--- src/rtl/led_pattern_if.sv ---
// ============================================================================
// Module      : led_pattern_if
// Description : Control/status bundle between the switch decode and the LED
//               pattern engine.
// Revision    : 1.0 - initial release
// ============================================================================
`default_nettype none

interface led_pattern_if #(
    parameter int N_LEDS = 4,
    parameter int N_CH   = 3,
    parameter int N_REF  = 4
);
    localparam int REF_W = (N_REF > 1) ? $clog2(N_REF) : 1;

    logic                     i_enable;
    logic [REF_W-1:0]         i_ref_sel;
    logic                     i_dir;
    logic [1:0]               i_mode;
    logic [N_CH-1:0]          i_color;
    logic [N_LEDS-1:0]        o_led;
    logic [N_LEDS*N_CH-1:0]   o_led_ch;
    logic                     o_tick;

    modport master (
        output i_enable, i_ref_sel, i_dir, i_mode, i_color,
        input  o_led, o_led_ch, o_tick
    );

    modport slave (
        input  i_enable, i_ref_sel, i_dir, i_mode, i_color,
        output o_led, o_led_ch, o_tick
    );
endinterface

`default_nettype wire

--- src/rtl/led_pattern_engine.sv ---
// ============================================================================
// Module      : led_pattern_engine
// Description : N-LED shift / flash / ping-pong / hold pattern generator with
//               run-time selectable step rate and colour-channel fan-out.
//               Optional macro LED_PING_PONG_EN enables the ping-pong mode.
// Revision    : 1.0 - initial release
// ============================================================================
`default_nettype none

module led_pattern_engine #(
    parameter int N_LEDS     = 4,
    parameter int N_CH       = 3,
    parameter int N_REF      = 4,
    parameter int BASE_LIMIT = 4
) (
    input  wire logic  clock,
    input  wire logic  i_ck_reset,
    led_pattern_if.slave bus
);
    localparam int REF_W = (N_REF > 1) ? $clog2(N_REF) : 1;
    localparam int CNT_W = $clog2(BASE_LIMIT << (N_REF - 1));
    localparam logic [N_LEDS-1:0] c_pat_one = N_LEDS'(1);

`ifdef LED_PING_PONG_EN
    typedef enum logic [1:0] {
        S_SHIFT = 2'd0,
        S_FLASH = 2'd1,
        S_PING  = 2'd2,
        S_HOLD  = 2'd3
    } state_t;
`else
    typedef enum logic [1:0] {
        S_SHIFT = 2'd0,
        S_FLASH = 2'd1,
        S_HOLD  = 2'd3
    } state_t;
`endif

    state_t              state_q, state_d, w_target;
    logic [1:0]          mode_q;
    logic [REF_W-1:0]    ref_q, ref_d;
    logic [CNT_W-1:0]    cnt_q, cnt_d;
    logic [N_LEDS-1:0]   pattern_q, pattern_d;
    logic                tick_q, tick_d;
    logic [REF_W-1:0]    w_sel;
    logic [31:0]         w_limit;
    logic                w_wrap;
`ifdef LED_PING_PONG_EN
    logic                bdir_q, bdir_d;
`endif

    function automatic logic [N_LEDS-1:0] rotate(input logic [N_LEDS-1:0] p,
                                                 input logic right);
        logic [N_LEDS-1:0] r;
        for (int i = 0; i < N_LEDS; i++) begin
            r[i] = right ? p[(i + 1) % N_LEDS] : p[(i + N_LEDS - 1) % N_LEDS];
        end
        return r;
    endfunction

    always_comb begin
        state_d   = state_q;
        ref_d     = ref_q;
        cnt_d     = cnt_q;
        pattern_d = pattern_q;
        tick_d    = 1'b0;
`ifdef LED_PING_PONG_EN
        bdir_d    = bdir_q;
`endif
        case (mode_q)
            2'b00:   w_target = S_SHIFT;
            2'b01:   w_target = S_FLASH;
`ifdef LED_PING_PONG_EN
            2'b10:   w_target = S_PING;
`endif
            default: w_target = S_HOLD;
        endcase

        w_sel   = (32'(bus.i_ref_sel) >= N_REF) ? REF_W'(N_REF - 1) : bus.i_ref_sel;
        w_limit = 32'(BASE_LIMIT) << w_sel;
        w_wrap  = (32'(cnt_q) == (w_limit - 32'd1));

        // Disabled means fully frozen, including pending mode/rate changes.
        if (bus.i_enable) begin
            ref_d = bus.i_ref_sel;
            if (w_target != state_q) begin
                state_d = w_target;
                cnt_d   = '0;
                case (w_target)
                    S_SHIFT: pattern_d = c_pat_one;
                    S_FLASH: pattern_d = '0;
`ifdef LED_PING_PONG_EN
                    S_PING: begin
                        pattern_d = c_pat_one;
                        bdir_d    = 1'b0;
                    end
`endif
                    default: ;
                endcase
`ifdef LED_PING_PONG_EN
                if (w_target == S_SHIFT) bdir_d = 1'b0;
`endif
            end else if (bus.i_ref_sel != ref_q) begin
                cnt_d = '0;
            end else if (w_wrap) begin
                cnt_d  = '0;
                tick_d = 1'b1;
                case (state_q)
                    S_SHIFT: pattern_d = rotate(pattern_q, bus.i_dir);
                    S_FLASH: pattern_d = ~pattern_q;
`ifdef LED_PING_PONG_EN
                    S_PING: begin
                        // End LEDs turn the bounce around on the same step.
                        if (N_LEDS > 1) begin
                            if (!bdir_q) begin
                                if (pattern_q[N_LEDS-1]) begin
                                    bdir_d    = 1'b1;
                                    pattern_d = pattern_q >> 1;
                                end else begin
                                    pattern_d = pattern_q << 1;
                                end
                            end else if (pattern_q[0]) begin
                                bdir_d    = 1'b0;
                                pattern_d = pattern_q << 1;
                            end else begin
                                pattern_d = pattern_q >> 1;
                            end
                        end
                    end
`endif
                    default: ;
                endcase
            end else begin
                cnt_d = cnt_q + 1'b1;
            end
        end
    end

    always_ff @(posedge clock) begin
        if (i_ck_reset) begin
            state_q   <= S_SHIFT;
            mode_q    <= 2'b00;
            ref_q     <= bus.i_ref_sel;
            cnt_q     <= '0;
            pattern_q <= c_pat_one;
            tick_q    <= 1'b0;
`ifdef LED_PING_PONG_EN
            bdir_q    <= 1'b0;
`endif
        end else begin
            state_q   <= state_d;
            mode_q    <= bus.i_mode;
            ref_q     <= ref_d;
            cnt_q     <= cnt_d;
            pattern_q <= pattern_d;
            tick_q    <= tick_d;
`ifdef LED_PING_PONG_EN
            bdir_q    <= bdir_d;
`endif
        end
    end

    assign bus.o_led  = pattern_q;
    assign bus.o_tick = tick_q;

    for (genvar c = 0; c < N_CH; c++) begin : g_ch
        assign bus.o_led_ch[c*N_LEDS +: N_LEDS] = pattern_q & {N_LEDS{bus.i_color[c]}};
    end

endmodule

`default_nettype wire

--- src/flat_wrapper.sv ---
// flat-port wrapper written by rule: the top's interface ports become plain ports
module led_pattern_engine_flat 
#(
    parameter int N_LEDS     = 4,
    parameter int N_CH       = 3,
    parameter int N_REF      = 4,
    parameter int BASE_LIMIT = 4
)
  (clock, i_ck_reset, bus_i_enable, bus_i_ref_sel, bus_i_dir, bus_i_mode, bus_i_color, bus_o_led, bus_o_led_ch, bus_o_tick);
  led_pattern_if #(.N_LEDS(N_LEDS), .N_CH(N_CH), .N_REF(N_REF)) bus_i ();
  input  wire logic clock;
  input  wire logic i_ck_reset;
  input wire logic [$bits(bus_i.i_enable)-1:0] bus_i_enable;
  input wire logic [$bits(bus_i.i_ref_sel)-1:0] bus_i_ref_sel;
  input wire logic [$bits(bus_i.i_dir)-1:0] bus_i_dir;
  input wire logic [$bits(bus_i.i_mode)-1:0] bus_i_mode;
  input wire logic [$bits(bus_i.i_color)-1:0] bus_i_color;
  output wire logic [$bits(bus_i.o_led)-1:0] bus_o_led;
  output wire logic [$bits(bus_i.o_led_ch)-1:0] bus_o_led_ch;
  output wire logic [$bits(bus_i.o_tick)-1:0] bus_o_tick;
  assign bus_i.i_enable = bus_i_enable;
  assign bus_i.i_ref_sel = bus_i_ref_sel;
  assign bus_i.i_dir = bus_i_dir;
  assign bus_i.i_mode = bus_i_mode;
  assign bus_i.i_color = bus_i_color;
  assign bus_o_led = bus_i.o_led;
  assign bus_o_led_ch = bus_i.o_led_ch;
  assign bus_o_tick = bus_i.o_tick;
  led_pattern_engine #(.N_LEDS(N_LEDS), .N_CH(N_CH), .N_REF(N_REF), .BASE_LIMIT(BASE_LIMIT)) u_core (.clock(clock), .i_ck_reset(i_ck_reset), .bus(bus_i));
endmodule
--- config.mk ---
export PLATFORM = sky130hd
export DESIGN_NAME = led_pattern_engine_flat
export DESIGN_NICKNAME = d
export VERILOG_FILES = /design/src/rtl/led_pattern_if.sv /design/src/rtl/led_pattern_engine.sv /design/src/flat_wrapper.sv
export SDC_FILE = /design/constraint.sdc
export NUM_CORES = 1
export LEC_CHECK = 0
export CAP_MARGIN = 20
export CORE_MARGIN = 3
export CORE_UTILIZATION = 41
export CTS_CLUSTER_SIZE = 12
export DETAILED_ROUTE_END_ITERATION = 16
export GPL_TIMING_DRIVEN = 1
export PLACE_DENSITY = 0.74
export REMOVE_ABC_BUFFERS = 1
export SYNTH_ARGS = -nofsm -noshare
export SYNTH_HDL_FRONTEND = slang
export SYNTH_SLANG_ARGS = --single-unit
--- constraint.sdc ---
create_clock -name clock -period 2.05 [get_ports clock]
set_input_delay 0.41 -clock clock [delete_from_list [all_inputs] [get_ports clock]]
set_output_delay 0.41 -clock clock [all_outputs]
set_load 0.005 [all_outputs]
# Yosys cells after proc, flatten, opt, wreduce, memory -nomap -nowiden
# Index checks and enable logic that the tools add are counted.
# Widths: inputs -> output; s select.
[word_totals]
wordCells = 47
inputBits = 11
out_inout_bits = 17
regBits = 16
[classes]
reduce_logical = 9
muxes = 16
bitwise = 5
addsub = 2
shift = 1
eq_ne = 8
[op_table]
columns = ["operator", "count"]
rows = [
  ["$eq 5x32->1", 1],
  ["$shl 3x2->32 const A", 1],
  ["$sub 32x1->32 const B", 1],
  ["$pmux 4 s2", 2],
  ["$mux 5", 3],
  ["$and 4x4->4", 3],
  ["$mux 4", 3],
  ["$eq 2x1->1 const B", 3],
  ["$logic_not 2->1", 3],
  ["$add 5x1->5 const B", 1],
  ["$mux 1", 5],
  ["$reduce_and 5->1", 1],
  ["$mux 2", 2],
  ["$ne 2x2->1", 2],
  ["$not 4->4", 1],
  ["$pmux 2 s2", 1],
  ["$reduce_bool 2->1", 2],
  ["$reduce_or 4->1", 1],
  ["$ne 3x3->1 const B", 1],
  ["$reduce_bool 3->1", 1],
  ["$ne 2x1->1 const B", 1],
  ["$reduce_and 2->1", 1],
  ["$not 1->1", 1],
]

# Logic depth before layout (Yosys ltp)
[depth]
word_depth = 6
depth_mapped = 7
depth_no_buf = 7

# Worst setup path before layout
# Ideal clock, no wire load.
[synth_timing]
path_type = "input -> register"
startpoint = "input port bus_i_ref_sel[1]"
endpoint = "register u_core.pattern_q[1], in the netlist u_core.bus.o_led[1]"
setup_slack_ns = 0.006
arrival_time_ns = 1.973
setup_ns = 0.071
path_buffers = 0
stages = 7
path_cell_list = "or2_2 > ha_1 > xor2_1 > nand3_1 > or2_4 > a2111o_1 > a21oi_1"
[synth_via]
elab_chain_cells = 5
elab_cells_between_ends = 7
[synth_lines]
columns = ["element", "line_no", "source"]
rows = [
  ["start, declared", "flat_wrapper.sv:14", "input wire logic [$bits(bus_i.i_ref_sel)-1:0] bus_i_ref_sel;"],
  ["$shl 3x2->32", "led_pattern_engine.sv:80", "w_limit = 32'(BASE_LIMIT) << w_sel;"],
  ["$sub 32x1->32", "led_pattern_engine.sv:81", "w_wrap = (32'(cnt_q) == (w_limit - 32'd1));"],
  ["$eq 5x32->1", "led_pattern_engine.sv:81", ""],
  ["$reduce_bool 2->1 (no line)", "-", ""],
  ["$reduce_and 5->1 (no line) *", "-", ""],
  ["end signal, assigned", "led_pattern_engine.sv:145", "pattern_q <= c_pat_one;"],
  ["end signal, assigned", "led_pattern_engine.sv:155", "pattern_q <= pattern_d;"],
  ["end, declared", "led_pattern_engine.sv:43", "logic [N_LEDS-1:0] pattern_q, pattern_d;"],
]
# Mark *: on every way between the ends. The rest lies on a longest branch, timed or not.
# A chain may end at the register's enable or synchronous reset.

# Worst setup path in the final report
[layout_timing]
startpoint = "input port bus_i_color[0]"
endpoint = "output port bus_o_led_ch[3]"
[layout_via]
elab_chain_cells = 1
[layout_lines]
columns = ["element", "line_no", "source"]
rows = [
  ["start, declared", "flat_wrapper.sv:17", "input wire logic [$bits(bus_i.i_color)-1:0] bus_i_color;"],
  ["$and 4x4->4", "led_pattern_engine.sv:167", "assign bus.o_led_ch[c*N_LEDS +: N_LEDS] = pattern_q & {N_LEDS{bus.i_color[c]}};"],
  ["end, declared", "flat_wrapper.sv:19", "output wire logic [$bits(bus_i.o_led_ch)-1:0] bus_o_led_ch;"],
]
# Every way passes these cells.

==> results_dict.tcl <==
set metrics [dict create \
    critPathMaxFanout 4 \
    grt_pass1_vias 905 \
    drive_gt1_frac 0.152 \
    hold_viol_final 0 \
    drc_errors 0 \
    crit_arrival_ns 1.57 \
    gp_congestion 0.766 \
    tritoncts "built" \
    p_seq_frac 0.525 \
    final-instance-count-excl-fill 172 \
    setup_violations 0 \
    dieHeight_um 54.2 \
    async_flop_share 0 \
    start_util 0.458 \
    clk_path_buf_depth 2 \
    yosys.area.top_type "dfxtp_1" \
    cts_buffers 3 \
    drv_cap 0 \
    n_fill_cell 180 \
    slowest_delay_ns 0.51 \
    p_sw_frac 0.272 \
    power.density_nw_per_um2 472 \
    crit_path_cell_trace "clkdlybuf4s50_1 -> and2_1 -> clkdlybuf4s50_1" \
    via_per_inst 5.57 \
    finalCritPeriodShare 0.965 \
    die_x_um 54.2 \
    critPathCaptureType "primary output" \
    syn2layout_area_growth_pct 44.1 \
    synth.most_common_cell "dfxtp_1" \
    mappedNetlistArea_sq_um 953 \
    diodes 0 \
    wire_per_inst_um 14.2 \
    rsz0062_at_grt "false" \
    status "completed" \
    ios 28 \
    coreArea_sq_um 2080 \
    min_path_type "register to register" \
    yosysSeqAreaShare 0.357 \
    grt_pass1_wl_mm 3.93 \
    dp_hpwl_mm 1.90 \
    synth_ff_type "dfxtp_1" \
    overflow 0 \
    dp.cells 168 \
    synth_top_area_share 0.294 \
    ant_nets 0 \
    clock_sinks 16 \
    num_vias 958 \
    drv_slew 0 \
    ys_types 38 \
    clkSlewWorstSetupHoldPaths_ns 0.09 \
    postCtsSetupBuffers 0 \
    yosysWarnings 0 \
    holdBufCountCts 0 \
    clock_latency_ns 0.28 \
    synth_enable_flop_cells 2 \
    rows 16 \
    cp_data_required_time_ns 1.64 \
    root_buffer "clkbuf_4" \
    p_total_mw 0.649 \
    synthTopCellsByArea "dfxtp_1, and2_1, edfxtp_1" \
    h-tree-depth 1 \
    finClkSkew_ns 0.00280 \
    grt_max_degree 12 \
    p_sw_mw 0.176 \
    period_minus_slack_ns 1.98 \
    fin_util 0.660 \
    peakVddDrop_mv 0.380 \
    nets 159 \
    intPower_mw 0.472 \
    wl_mm 2.44 \
    drtIter0Drc 6 \
    numPortBuffers 27 \
    timing.critical_path.mode_cell "clkdlybuf4s50_1" \
    cp-start-kind "input pin" \
    syn_inst 109 \
    tightest_slew_ns 0.409 \
    antenna_found_initial 0 \
    leakage_nw 0.506 \
    clockPowerShare 0.262 \
    synth_commonest_cells "dfxtp_1, and2_1, nor2_1, nand2b_1, o21ai_0" \
    die-area_sq_um 2940 \
    dr.pass1.iters 4 \
    relSlewSlack 0.724 \
    worstSetupPathType "input pin to primary output" \
    yosys_register_bits 16 \
    fmax_mhz 506 \
    track_usage 0.181 \
    crit_slowest_cell "clkdlybuf4s50_1" \
    reg2reg_setup_slack_ns 0.23 \
    syn_avg_cell_area_sq_um 8.75 \
    power_frac_comb 0.213 \
]
==> worst max-delay path, delay by kind of cell <==
family | cells | cell delay (ns)
AND/OR/NAND/NOR | 1 | 0.15
buffers and inverters | 2 | 1.01
==> cell families after synthesis <==
logic type,synth area share
AOI/OAI and AO/OA,0.207
xor gates and xnor gates,0.0367
adders and majority gates,0.0262
buffers and inverters,0.0236
DFF,0.357
muxes,0.0420
and+or+nand+nor,0.307
==> what timing repair did <==
| item | in CTS | in global routing |
|---|---|---|
| endpoints found under the hold margin | 0 | 0 |
| gates resized for setup | 7 | 4 |
| cloned | 0 | 0 |
| pin swaps | 5 | 5 |
| setup endpoints to repair | 7 | 6 |
==> flip-flops by register name (all words and copies together), names as in the netlist <==
name,cells
u_core.bus.o_led,4
u_core.bus.o_tick,1
u_core.cnt_q,5
u_core.mode_q,2
u_core.ref_q,2
u_core.state_q,2
==> cell usage in the layout, fill, tap and decap left out, drive strengths merged, types with 2 or more instances in the layout <==
cell and n:
xor2 4, clkdlybuf4s50 25, clkdlybuf4s15 2, nor2 10
nor3 2, clkbuf 3, a211oi 2, nor4 2
a2111o 3, o31ai 3, mux2i 4, a21oi 4
dfxtp 14, nand2 3, ha 2, nand3 4
buf 8, and2 12, nand2b 5, o21ai 5
inv 3, edfxtp 2, or2 3, nor2b 3
==> cell type report <==
type	instances	area [sq um]	area share
clock buffers	3	22.5	0.0164
clock inverters	1	3.75	0.00273
inverters	3	11.3	0.00820
multi-input cells	87	632	0.460
flip-flops and latches	16	340	0.248
well taps	27	33.8	0.0246
repair buffers	35	330	0.240
==> per-layer routing <==
layer,up-vias,GRT usage,part of all wire
li1,477,-,-
met1,462,0.209,0.42
met2,15,0.329,0.54
met3,4,0.0436,0.032
met4,0,0.0456,0.0086
met5,-,0,0
==> power by group through the flow <==
| stage | sequential, mW | combinational (mW) | clock (mW) |
|---|---|---|---|
| floorplan | 0.344 | 0.0601 | 0 |
| global placement | 0.347 | 0.126 | 0 |
| detailed placement | 0.348 | 0.130 | 0 |
| CTS | 0.340 | 0.135 | 0.175 |
| finish | 0.340 | 0.138 | 0.170 |
| global route | 0.343 | 0.151 | 0.187 |
==> worst paths after layout <==
path | start | cells after the start | endpoint
max reg2reg | u_core.cnt_q[2] | 6 | u_core.bus.o_led[3]
min reg2reg | u_core.cnt_q[1] | 2 | u_core.cnt_q[1]
min | u_core.cnt_q[1] | 2 | u_core.cnt_q[1]
max | bus_i_color[0] | 3 | bus_o_led_ch[3]
==> metrics by stage <==
stage          setup TNS (ns)  hold slack (ns)  cell area [sq um]  setup slack (ns)
6_report                    0            0.513               1370            0.0722
2_1_floorplan               0            0.456                942           0.00700
4_1_cts                     0            0.512               1360          0.000799
3_3_place_gp            -3.33            0.478               1310            -0.499
5_1_grt                     0            0.545               1370           0.00898
3_5_place_dp            -3.85            0.496               1310            -0.550
No activity file was read; power rests on OpenSTA's default activity.
